File: config.mk
export PLATFORM = sky130hd
export DESIGN_NAME = pipe_hazard_ctrl
export DESIGN_NICKNAME = d
export VERILOG_FILES = /design/src/rtl/pipe_hazard_ctrl.sv
export SDC_FILE = /design/constraint.sdc
export NUM_CORES = 1
export LEC_CHECK = 0
export CORE_MARGIN = 4
export CORE_UTILIZATION = 45
export CTS_CLUSTER_SIZE = 12
export DETAILED_ROUTE_END_ITERATION = 16
export DONT_BUFFER_PORTS = 1
export GPL_TIMING_DRIVEN = 0
export PLACE_DENSITY_LB_ADDON = 0.15
export SYNTH_ARGS = -nofsm -noshare
export SYNTH_HDL_FRONTEND = slang
export SYNTH_SLANG_ARGS = --single-unit
File: constraint.sdc
create_clock -name Clock -period 2.7 [get_ports Clock]
set_input_delay 0.27 -clock Clock [delete_from_list [all_inputs] [get_ports Clock]]
set_output_delay 0.27 -clock Clock [all_outputs]
set_load 0.05 [all_outputs]
File: src/rtl/pipe_hazard_ctrl.sv
// Hazard/sequencing controller for the 5-stage pipe: shadows EXE/MEM destination info,
// derives forwarding selects, load-use stall, branch flush and multi-cycle EXE hold.
module pipe_hazard_ctrl #(
  parameter int MC_CYCLES = 4,
  parameter int CNT_W     = 16
) (
  input  logic             Clock,
  input  logic             Resetn,
  input  logic [4:0]       id_rs,
  input  logic [4:0]       id_rt,
  input  logic             id_use_rs,
  input  logic             id_use_rt,
  input  logic             id_wreg,
  input  logic [4:0]       id_rn,
  input  logic             id_m2reg,
  input  logic             id_mc,
  input  logic             id_branch_taken,
  output logic             stall,
  output logic             pc_wen,
  output logic             ifid_wen,
  output logic             ifid_flush,
  output logic             exe_hold,
  output logic [1:0]       FwdA,
  output logic [1:0]       FwdB,
  output logic             mc_busy,
  output logic [CNT_W-1:0] stall_cnt
);

  typedef enum logic {IDLE = 1'b0, BUSY = 1'b1} mc_state_t;

  localparam logic [3:0]       MC_CNT_INIT = 4'(MC_CYCLES - 1);
  localparam logic [CNT_W-1:0] CNT_ONE     = {{(CNT_W-1){1'b0}}, 1'b1};

  mc_state_t  state_q, state_d;
  logic [3:0] mc_cnt_q;

  logic       ex_wreg_q, ex_m2reg_q, mem_wreg_q, mem_m2reg_q;
  logic [4:0] ex_rn_q, mem_rn_q;

  logic       lu, mc_start, ex_fwd_ok, mem_fwd_ok;
  logic [1:0] mem_sel;

  always_ff @(posedge Clock or negedge Resetn) begin
    if (!Resetn) state_q <= IDLE;
    else         state_q <= state_d;
  end

  always_comb begin
    state_d = state_q;
    case (state_q)
      IDLE:    if (mc_start) state_d = BUSY;
      BUSY:    if (mc_cnt_q == 4'd1) state_d = IDLE;
      default: state_d = IDLE;
    endcase
  end

  always_comb begin
    mc_busy  = (state_q == BUSY);
    exe_hold = (state_q == BUSY);
  end

  // Counts remaining hold cycles; the op stays in EXE until it reaches 1.
  always_ff @(posedge Clock or negedge Resetn) begin
    if (!Resetn)                          mc_cnt_q <= 4'd0;
    else if (state_q == IDLE && mc_start) mc_cnt_q <= MC_CNT_INIT;
    else if (state_q == BUSY)             mc_cnt_q <= mc_cnt_q - 4'd1;
  end

  assign lu = ex_wreg_q & ex_m2reg_q & (ex_rn_q != 5'd0) &
              ((id_use_rs & (id_rs == ex_rn_q)) | (id_use_rt & (id_rt == ex_rn_q)));

  assign stall      = exe_hold | lu;
  assign pc_wen     = ~stall;
  assign ifid_wen   = ~stall;
  assign ifid_flush = id_branch_taken & ~stall & Resetn;
  assign mc_start   = id_mc & ~stall & ~ifid_flush;

  // A held multi-cycle result is not ready yet, so EXE never forwards while BUSY.
  assign ex_fwd_ok  = ex_wreg_q & ~ex_m2reg_q & (ex_rn_q != 5'd0) & ~mc_busy;
  assign mem_fwd_ok = mem_wreg_q & (mem_rn_q != 5'd0);
  assign mem_sel    = mem_m2reg_q ? 2'b11 : 2'b10;

  always_comb begin
    FwdA = 2'b00;
    if (ex_fwd_ok && ex_rn_q == id_rs)        FwdA = 2'b01;
    else if (mem_fwd_ok && mem_rn_q == id_rs) FwdA = mem_sel;
  end

  always_comb begin
    FwdB = 2'b00;
    if (ex_fwd_ok && ex_rn_q == id_rt)        FwdB = 2'b01;
    else if (mem_fwd_ok && mem_rn_q == id_rt) FwdB = mem_sel;
  end

  always_ff @(posedge Clock or negedge Resetn) begin
    if (!Resetn) begin
      ex_wreg_q   <= 1'b0;
      ex_rn_q     <= 5'd0;
      ex_m2reg_q  <= 1'b0;
      mem_wreg_q  <= 1'b0;
      mem_rn_q    <= 5'd0;
      mem_m2reg_q <= 1'b0;
    end else if (exe_hold) begin
      mem_wreg_q  <= 1'b0;
      mem_rn_q    <= 5'd0;
      mem_m2reg_q <= 1'b0;
    end else begin
      mem_wreg_q  <= ex_wreg_q;
      mem_rn_q    <= ex_rn_q;
      mem_m2reg_q <= ex_m2reg_q;
      if (stall) begin
        ex_wreg_q  <= 1'b0;
        ex_rn_q    <= 5'd0;
        ex_m2reg_q <= 1'b0;
      end else begin
        ex_wreg_q  <= id_wreg;
        ex_rn_q    <= id_rn;
        ex_m2reg_q <= id_m2reg;
      end
    end
  end

  always_ff @(posedge Clock or negedge Resetn) begin
    if (!Resetn)                        stall_cnt <= '0;
    else if (stall && stall_cnt != '1)  stall_cnt <= stall_cnt + CNT_ONE;
  end

endmodule
==> metrics.md <==
| Metric | Value |
|---|---|
| Largest cells by area after synthesis | dfrtp_1, xor2_1, nand2_1 |
| Vias | around 1400 |
| Main synth FF type | dfrtp_1 |
| Worst R2R Start | stall_cnt[0]$_DFFE_PN0P_ |
| Area fraction of the dominant cell type after synthesis | a little under half |
| Post-layout nets | about 230 |
| Slew Viols, Final | 0 |
| Crit path DAT | 2.66 ns |
| RSZ-0062 raised after global routing | true |
| H-tree depth | 2 |
| Ratio of cells with drive above 1 in the final layout | 25.2% |
| Synth cell types | 40 |
| Diode count | 0 |
| Status | finished with violations |
| Std cell rows | 23 |
| Internal Pwr Total | approximately 1.3 mW |
| Synth warn | 0 |
| Met2 Usage GRT | between 20% and 30% |
| WHS Path Cells | 2 |
| Synthesized area per cell | 10.1 um^2 |
| Cell taking the most area after synthesis | dfrtp_1 |
| DRT Wirelength | 4.29 mm |
| Part of the cycle the worst path needs | 108% |
| Crit Path Category | reg -> out |
| RePlAce Congestion | between 0.9 and 1 |
| Die Y | between 70 and 80 um |
| First-pass GRT wire length | around 6.8 mm |
| Part of the power in the clock network | roughly 18% |
| Clk sinks | 35 |
| Asr flop ratio synth | 100% |
| Core Footprint | between 4000 and 5000 um^2 |
| Crit Path Max Fanout | 6 |
| Delay of the slowest critical-path stage | 0.49 ns |
| Largest net degree at the start of global routing | 36 |
| Post-route DRC | 0 |
| Die area | 5360 um^2 |
| Cell Count, Final, Fillers Out | roughly 250 |
| Synth Net Count | roughly 220 |
| Max stage delay cell, worst path | a21oi_4 |
| Post-synthesis register bit count | 35 |
| Critical R2R Capture | stall_cnt[8]$_DFFE_PN0P_ |
| Final hold violation count | 0 |
| Clock Latency Late Sink | between 0.2 and 0.3 ns |
| Final setup fails | 1 |
| Ports | roughly 50 |
| DP Area | between 1500 and 2000 um^2 |
| Final WS setup | -0.229 ns |
| Clk slew on worst S/H paths | roughly 0.07 ns |
| Finished Cell Area | ~2200 um^2 |
| Sequential power share | 49.2% |
| Worst Setup Start Kind | register |
| TritonRoute pass-1 iters | 4 |
| Max Cap Viol | 0 |
| CTS max path bufs | 2 |
| Detail Placement HPWL | roughly 3.1 mm |
| Slew HR | roughly three fifths |
| Max Clk Rate | 341 MHz |
| Req. time, crit path | between 2 and 2.5 ns |
| Vias in the first global route | 1385 |
| Port bufs | 0 |
| Worst path cell trace | xor2_2, nor3b_1, a32o_2, a21oi_4, clkinvlp_4, nor2_4 |
| Initial antenna violation count | 0 |
| Post-Syn Instances | 190 |
| Overall routing resource usage | 16.9% |
| Synthesized cell area | around 1900 um^2 |
| Fin crit period | around 3 ns |
| Area Growth Syn to Fin | 14.9% |
| Met3 GRT Util | 6.34% |
| Hold Crit Start | id_rn[0] |
| CTS tree | built |
| Sequential share of the synthesized area | 45.8% |
| Hold path endpoint | ex_rn_q[0]$_DFFE_PN0N_ |
| Worst-margin pin slew | roughly 0.60 ns |
| FF-to-FF path depth | 9 |
| Number of flops mapped to enable cells by yosys | 0 |
| Gate power share | ~33% |
| Reg2Reg Setup Slack | between 0.1 and 0.15 ns |
| Antenna-violating nets left | 0 |
| Failing checks | negative setup slack |
| PD cells | ~1100 nW/um^2 |
| Grt met1 use | ~22% |
| P_sw | between 1 and 1.5 mW |
| Worst hold path class | in -> reg |
| Crit end category | primary output |
| Static Leak | 1.00 nW |
| Gr busiest metal | met2 |
| Net switching fraction of the power | between 40% and 50% |
| Placed cells | 240 |
| Vias per cell | 5.38 |
| GRT overflow | 0 |
| Initial Utilization | a little under half |
| Drt wl/cell | around 17 um |
| Peak VDD IR | roughly 0.00057 V |
| Die Width | 73.2 um |
| Initial detailed-routing violation count | 44 |
| Root Driver | clkbuf_8 |
| Clock buffer count from CTS | 5 |
| Worst Skew | approximately 0.0037 ns |
[cell families after synthesis]
group           after synthesis  synth area share (%)
simple gates                 79                  22.2
buf+inv                      13                  3.73
xor+xnor                     33                  15.1
mux                           4                  2.29
flops                        35                  45.8
compound gates               23                  8.90
fa+ha+maj                     3                  1.96
[worst max-delay path by stage]
stage	startpoint	endpoint	slack, ns
after floorplan	stall_cnt[0]$_DFFE_PN0P_	stall_cnt[3]$_DFFE_PN0P_	0.14
after global placement	ex_rn_q[4]$_DFFE_PN0N_	ifid_flush	-0.02
after detailed placement	ex_rn_q[2]$_DFFE_PN0N_	ifid_flush	-0.05
after CTS	ex_rn_q[3]$_DFFE_PN0N_	ifid_flush	-0.22
after global routing	ex_rn_q[2]$_DFFE_PN0N_	ifid_flush	-0.33
final	ex_rn_q[2]$_DFFE_PN0N_	ifid_flush	-0.23
[routing by layer]
metal | routed length [um] | share of wire [%]
met5 | 0 | 0
met4 | 74 | 1.7
met3 | 428 | 10
met2 | 1940 | 45
met1 | 1850 | 43
[power groups by stage]
stage	registers [mW]	clock network (mW)	logic, mW
after floorplan	1.06	0	0.607
after global placement	1.11	0	0.677
after detailed placement	1.12	0	0.716
after CTS	1.12	0.417	0.759
after global routing	1.17	0.438	0.856
final	1.14	0.410	0.765
[synthesized netlist by cell type, types with 2 or more instances]
library cell and number:
o31a_2 2, nor2_1 6, buf_6 2, nor2b_1 9
xnor2_1 7, o21ai_0 9, ha_1 3, inv_1 6
a22o_1 2, dfrtp_1 35, and3_1 3, nand3_1 7
a21o_1 2, nand2_1 27, nor3_1 6, buf_4 2
nand2b_1 2, nor4b_1 2, xor2_1 26, clkbuf_1 3
nor3_2 3, mux2_2 2, nor2_2 5, nor4_1 3
[state kept, by name, summed over array words and instances, names as in the netlist, 4 cells and up]
signal     flops
ex_rn_q        5
mc_cnt_q       4
mem_rn_q       5
stall_cnt     16
[worst max-delay path, delay by kind of cell, from the launching register on]
kind                   cells  cell delay, ns
AO/OA/AOI/OAI              2            0.76
XOR/XNOR                   1            0.19
buffers and inverters      1            0.48
flip-flops                 1            0.47
AND/OR/NAND/NOR            2            0.48
[layout make-up]
cell class                      instances  area, um^2
Buffer                                  7        48.8
Multi-Input combinational cell        142        1020
Clock buffer                            8         100
Fill cell                             367        1860
Sequential cell                        35         888
Tap cell                               50        62.6
Timing Repair Buffer                    4        45.0
Inverter                                6        26.3
[stage by stage]
stage          setup TNS (ns)  util (%)  hold WS [ns]  setup WS [ns]  power (mW)
2_1_floorplan               0         -       -0.0256          0.137        1.67
3_3_place_gp           -0.122      48.9       -0.0241        -0.0208        1.79
3_5_place_dp           -0.236      48.9       -0.0239        -0.0537        1.84
4_1_cts                -0.216      53.2         0.113         -0.216        2.30
5_1_grt                -0.332      54.1         0.111         -0.332        2.46
6_report               -0.229      54.1         0.117         -0.229        2.31
[what timing repair did]
action,CTS,global route
setup endpoints to repair,10,9
gates resized for setup,13,9
buffers inserted,2,0
endpoints found under the hold margin,35,0
pin swaps,11,2
hold buffers,2,0
[cell usage in the layout, fill, tap and decap left out, types with 2 or more instances in the layout]
| master | instances |
|---|---|
| nand2_1 | 27 |
| dfrtp_1 | 25 |
| xor2_1 | 23 |
| dfrtp_2 | 10 |
| o21ai_0 | 9 |
| xnor2_1 | 7 |
| nand3_1 | 7 |
| nor2b_1 | 7 |
| clkbuf_8 | 7 |
| nor2_1 | 5 |
| nor3_1 | 5 |
| inv_1 | 5 |
| nor2_2 | 5 |
| nor3_2 | 4 |
| clkbuf_1 | 4 |
| buf_4 | 4 |
| xor2_2 | 3 |
| nor4_1 | 3 |
| ha_1 | 3 |
| nor2b_2 | 2 |
| and3_1 | 2 |
| buf_6 | 2 |
| o31a_2 | 2 |
| a22o_1 | 2 |
| nand2b_1 | 2 |
| mux2_2 | 2 |
(Power assumes the default switching activity.)
